## config.mk

```make
export PLATFORM = sky130hd
export DESIGN_NAME = spr_dma_ctrl
export DESIGN_NICKNAME = d
export VERILOG_FILES = /design/src/rtl/spr_dma_ctrl.sv
export SDC_FILE = /design/constraint.sdc
export NUM_CORES = 1
export LEC_CHECK = 0
export BUFFER_PORTS_ARGS = -buffer_cell sky130_fd_sc_hd__buf_2
export CAP_MARGIN = 5
export CELL_PAD_IN_SITES_DETAIL_PLACEMENT = 1
export CELL_PAD_IN_SITES_GLOBAL_PLACEMENT = 1
export CORE_MARGIN = 2
export CORE_UTILIZATION = 38
export DETAILED_ROUTE_END_ITERATION = 16
export PLACE_DENSITY = 0.93
export SYNTH_ARGS = -nofsm -noshare
export SYNTH_HDL_FRONTEND = slang
export SYNTH_SLANG_ARGS = --single-unit
```

## constraint.sdc

```tcl
create_clock -name clk -period 2.7 [get_ports clk]
set_input_delay 0.54 -clock clk [delete_from_list [all_inputs] [get_ports clk]]
set_output_delay 0.54 -clock clk [all_outputs]
set_load 0.005 [all_outputs]
```

## src/rtl/spr_dma_ctrl.sv

```systemverilog
// rtl/spr_dma_ctrl.sv - sprite (OAM) DMA engine snooping $4014 writes, copying a 256-byte page to $2004
// Optional feature macro: SPR_DMA_ALIGN_EN (parity flop + ALIGN state)
module spr_dma_ctrl #(
  parameter logic [15:0] DMA_REG_ADDR  = 16'h4014,
  parameter logic [15:0] OAM_DATA_ADDR = 16'h2004
) (
  input  logic        clk,
  input  logic        b_rst,
  input  logic [15:0] cpu_addr_out,
  input  logic [7:0]  cpu_data_out,
  input  logic        cpu_wen,
  input  logic        cpu_ren,
  output logic        cpu_rdy,
  output logic [15:0] mem_addr,
  output logic [7:0]  mem_wdata,
  output logic        mem_wen,
  output logic        mem_ren,
  input  logic [7:0]  mem_rdata,
  output logic        dma_busy
);

`ifdef SPR_DMA_ALIGN_EN
  typedef enum logic [2:0] {S_IDLE, S_HALT, S_ALIGN, S_READ, S_WRITE} state_t;
`else
  typedef enum logic [2:0] {S_IDLE, S_HALT, S_READ, S_WRITE} state_t;
`endif

  state_t      r_state;
  logic        r_busy;
  logic [7:0]  r_page;
  logic [7:0]  r_idx;
  logic [7:0]  r_buf;
  logic        w_trigger;

  assign w_trigger = cpu_wen && (cpu_addr_out == DMA_REG_ADDR);

`ifdef SPR_DMA_ALIGN_EN
  logic r_parity;

  always_ff @(posedge clk or negedge b_rst) begin
    if (!b_rst) r_parity <= 1'b0;
    else        r_parity <= ~r_parity;
  end
`endif

  always_ff @(posedge clk or negedge b_rst) begin
    if (!b_rst) begin
      r_state <= S_IDLE;
      r_busy  <= 1'b0;
      r_page  <= 8'h00;
      r_idx   <= 8'h00;
      r_buf   <= 8'h00;
    end else begin
      case (r_state)
        S_IDLE: begin
          if (w_trigger) begin
            r_page  <= cpu_data_out;
            r_idx   <= 8'h00;
            r_busy  <= 1'b1;
            r_state <= S_HALT;
          end
        end
`ifdef SPR_DMA_ALIGN_EN
        // Parity during HALT is the inverse of parity at the trigger edge; a trigger
        // on parity 1 gets an ALIGN cycle so the first READ always lands on parity 0.
        S_HALT:  r_state <= r_parity ? S_READ : S_ALIGN;
        S_ALIGN: r_state <= S_READ;
`else
        S_HALT:  r_state <= S_READ;
`endif
        S_READ: begin
          r_buf   <= mem_rdata;
          r_state <= S_WRITE;
        end
        S_WRITE: begin
          if (r_idx == 8'hFF) begin
            r_busy  <= 1'b0;
            r_state <= S_IDLE;
          end else begin
            r_idx   <= r_idx + 8'd1;
            r_state <= S_READ;
          end
        end
        default: begin
          r_busy  <= 1'b0;
          r_state <= S_IDLE;
        end
      endcase
    end
  end

  assign cpu_rdy  = ~r_busy;
  assign dma_busy = r_busy;

  // While busy the CPU bus is fully isolated from memory.
  always_comb begin
    mem_addr  = cpu_addr_out;
    mem_wdata = cpu_data_out;
    mem_wen   = cpu_wen;
    mem_ren   = cpu_ren;
    if (r_busy) begin
      mem_addr  = {r_page, r_idx};
      mem_wdata = r_buf;
      mem_wen   = 1'b0;
      mem_ren   = (r_state == S_READ);
      if (r_state == S_WRITE) begin
        mem_addr = OAM_DATA_ADDR;
        mem_wen  = 1'b1;
      end
    end
  end

endmodule

```

==> flow_metrics.py <==
metrics = {
    "run_status": {
        "status": "finished clean",
    },
    "synth": {
        "synth_cell_type_count": 37,
        "yosysSeqAreaShare_pct": 40.3,
        "yosys_register_bits": 27,
        "synth_top_area_share_pct": 40.3,
        "postSynthAreaPerCell_um2": 9.32,
        "async_flop_share_pct": 100,
        "synth.area.top_cells": "dfrtp_1, mux2_2, nand2_1",
        "synthFlopType": "dfrtp_1",
        "syn-num-nets": 221,
        "synth_edf_count": 0,
        "synth_area_um2": 1680,
        "yosysWarnings": 0,
        "yosysTopAreaCell": "dfrtp_1",
        "synth_cells": 180,
    },
    "timing": {
        "hold_viol": 0,
        "tns_ns": 0,
        "slew_viol_final": 0,
        "rsz0062_at_grt": "false",
        "slew_headroom_pct": 58.2,
        "final.min_clock_period_ns": 2.29,
        "finalSetupViolations": 0,
        "period_share_pct": 84.9,
        "finalClockSkew_ns": 0.000999,
        "tightest_slew_ns": 0.627,
        "fmax_ghz": 0.436,
        "finalWorstSetupSlack_ns": 0.409,
    },
    "final_layout": {
        "antennaDiodeCount": 0,
        "design_area_um2": 2070,
        "nNetsFinal": 278,
        "syn_to_final_growth_pct": 23.1,
        "fin_util_pct": 48.1,
        "drive_gt1_share_pct": 38.1,
    },
    "die": {
        "ios": 64,
        "initial_utilization_pct": 39.1,
        "die_x_um": 70.5,
        "rows": 24,
        "core_area_um2": 4290,
        "die_h_um": 70.5,
        "die_area_um2": 4960,
    },
    "placed_design": {
        "gp_congestion": 0.834,
        "numPortBuffers": 63,
        "pre_cts_slack_ns": 0.360,
        "dpl_cell_area_um2": 2020,
        "hpwl_um": 3740,
    },
    "setup_path": {
        "worstReg2RegEnd": "r_idx[0]",
        "worstPathArrival_ns": 1.75,
        "reg2reg_depth": 6,
        "ff2ff_setup_slack_ns": 0.69,
        "cp-endpoint": "mem_addr[15]",
        "critical_path.startpoint": "r_state[0]",
        "crit_path_start_kind": "flop",
        "end_kind": "primary output",
        "criticalPathCategory": "flop to primary output",
        "worst-path-max-fanout": 8,
        "required_ns": 2.16,
        "reg2reg_from": "r_idx[0]",
    },
    "power_and_ir_drop": {
        "vdd_ir_drop_max_mv": 0.302,
        "power_density_nw_per_um2": 358,
        "finalPower_mw": 0.739,
        "cellLeakagePower_nw": 1.01,
    },
    "route": {
        "wl_per_cell_um": 16.7,
        "routed_wl_um": 4800,
        "drt_pass1_iterations": 4,
        "viasPerCell": 5.54,
        "drc": 0,
        "ant_nets": 0,
        "num_vias": 1595,
        "drt-initial-drc-count": 77,
    },
    "clock_tree": {
        "cts_tree": "done",
        "h-tree-depth": 1,
        "cts-root-buf": "clkbuf_8",
        "cts_resized": 0,
        "cts.sinks": 27,
        "cts_inserted_buffers": 3,
        "clk_latency_ns": 0.27,
        "cts_max_path_buffers": 2,
        "holdBufCountCts": 0,
        "clkTransAtPathRegs_ns": 0.10,
        "postCtsSetupRepairBufs": 0,
    },
    "grt": {
        "grt_pass1_wl_um": 7870,
        "grt_max_degree": 28,
        "grt-ovfl-total": 0,
        "grt_antenna_before_repair": 0,
        "track_usage_pct": 19.9,
        "grt_pass1_vias": 1639,
    },
    "hold_path": {
        "min_path_type": "primary input to async pin",
    },
    "flow_run": {
        "cap_violations": 0,
    },
}
==> synthesized netlist by cell type, types with 3 or more instances <==
master and number:
nand2_1 26, a21oi_1 12, nand3b_1 5, nand3_1 4, inv_1 10, and3_1 3
ha_1 5, mux2_2 18, o21ai_0 9, clkbuf_1 11, a22o_1 9, and4_1 4
nor2_1 9, dfrtp_1 27
==> final cells by class <==
type	count	area, um^2
Clock buffer	3	41.3
Timing Repair Buffer	66	338
Fill cell	525	2230
Tap cell	52	65.1
Clock inverter	1	5.00
Inverter	10	37.5
Sequential cell	27	676
Multi-Input combinational cell	129	903
==> state kept, by name, indices dropped and copies added (netlist names) <==
signal,flops
r_idx,8
dma_busy,1
r_page,8
r_buf,8
r_state,2
==> worst max-delay path, stage by stage (launching register included) <==
cell and delay (ns):
dfrtp_1 0.43, ha_1 0.24, nor2_1 0.46, a22o_1 0.22, buf_2 0.11
==> worst min path at each step <==
stage | endpoint | slack [ns]
floorplan | dma_busy | 0.24
global placement | r_page[7] | 0.46
detailed placement | r_page[3] | 0.46
CTS | r_buf[6] | 0.29
global route | r_buf[5] | 0.31
finish | r_buf[6] | 0.27
==> cells by family after synthesis <==
kind of cell | synth area share, %
simple gates | 20.2
fa+ha+maj | 3.73
mux | 12.1
buf+inv | 5.89
flops | 40.3
compound gates | 17.8
==> through the flow <==
stage / hold slack [ns] / cells
floorplan: 0.244 / 180
global placement: 0.460 / 284
detailed placement: 0.465 / 284
CTS: 0.290 / 288
global route: 0.313 / 288
finish: 0.268 / 288
==> layer usage <==
layer  GRT usage, %  up-vias  part of all wire, %
met5              0        -                    0
met4           3.21        0                 0.73
met3           3.17        4                  4.6
li1               -      760                    -
met2           34.6       49                   50
met1           26.5      782                   44
==> cells in the final DEF, fill, tap and decap left out, types with 2 or more instances in the layout <==
cell type / netlist / layout
inv_1: 10 / 10
and4_1: 4 / 4
mux2_2: 18 / 18
and3_1: 3 / 3
a21oi_1: 12 / 12
buf_2: 1 / 63
clkbuf_8: 0 / 3
dfrtp_1: 27 / 27
o21ai_0: 9 / 9
nand3b_1: 5 / 5
ha_1: 5 / 5
nor3_1: 2 / 2
nand2_1: 26 / 26
nand3_1: 4 / 4
buf_4: 0 / 3
o31ai_1: 2 / 2
nor2_1: 9 / 9
nor2b_1: 2 / 2
a41oi_1: 2 / 2
a311oi_1: 2 / 2
a22o_1: 9 / 9
==> power breakdown <==
part / total [mW] / leakage [nW] / internal (mW) / switching [mW]
Sequential: 0.413 / 0.339 / 0.410 / 0.00290
Clock: 0.236 / 0.0255 / 0.104 / 0.133
Combinational: 0.0897 / 0.647 / 0.0496 / 0.0401
Total: 0.739 / 1.01 / 0.563 / 0.176
No activity file was read; power rests on OpenSTA's default activity.
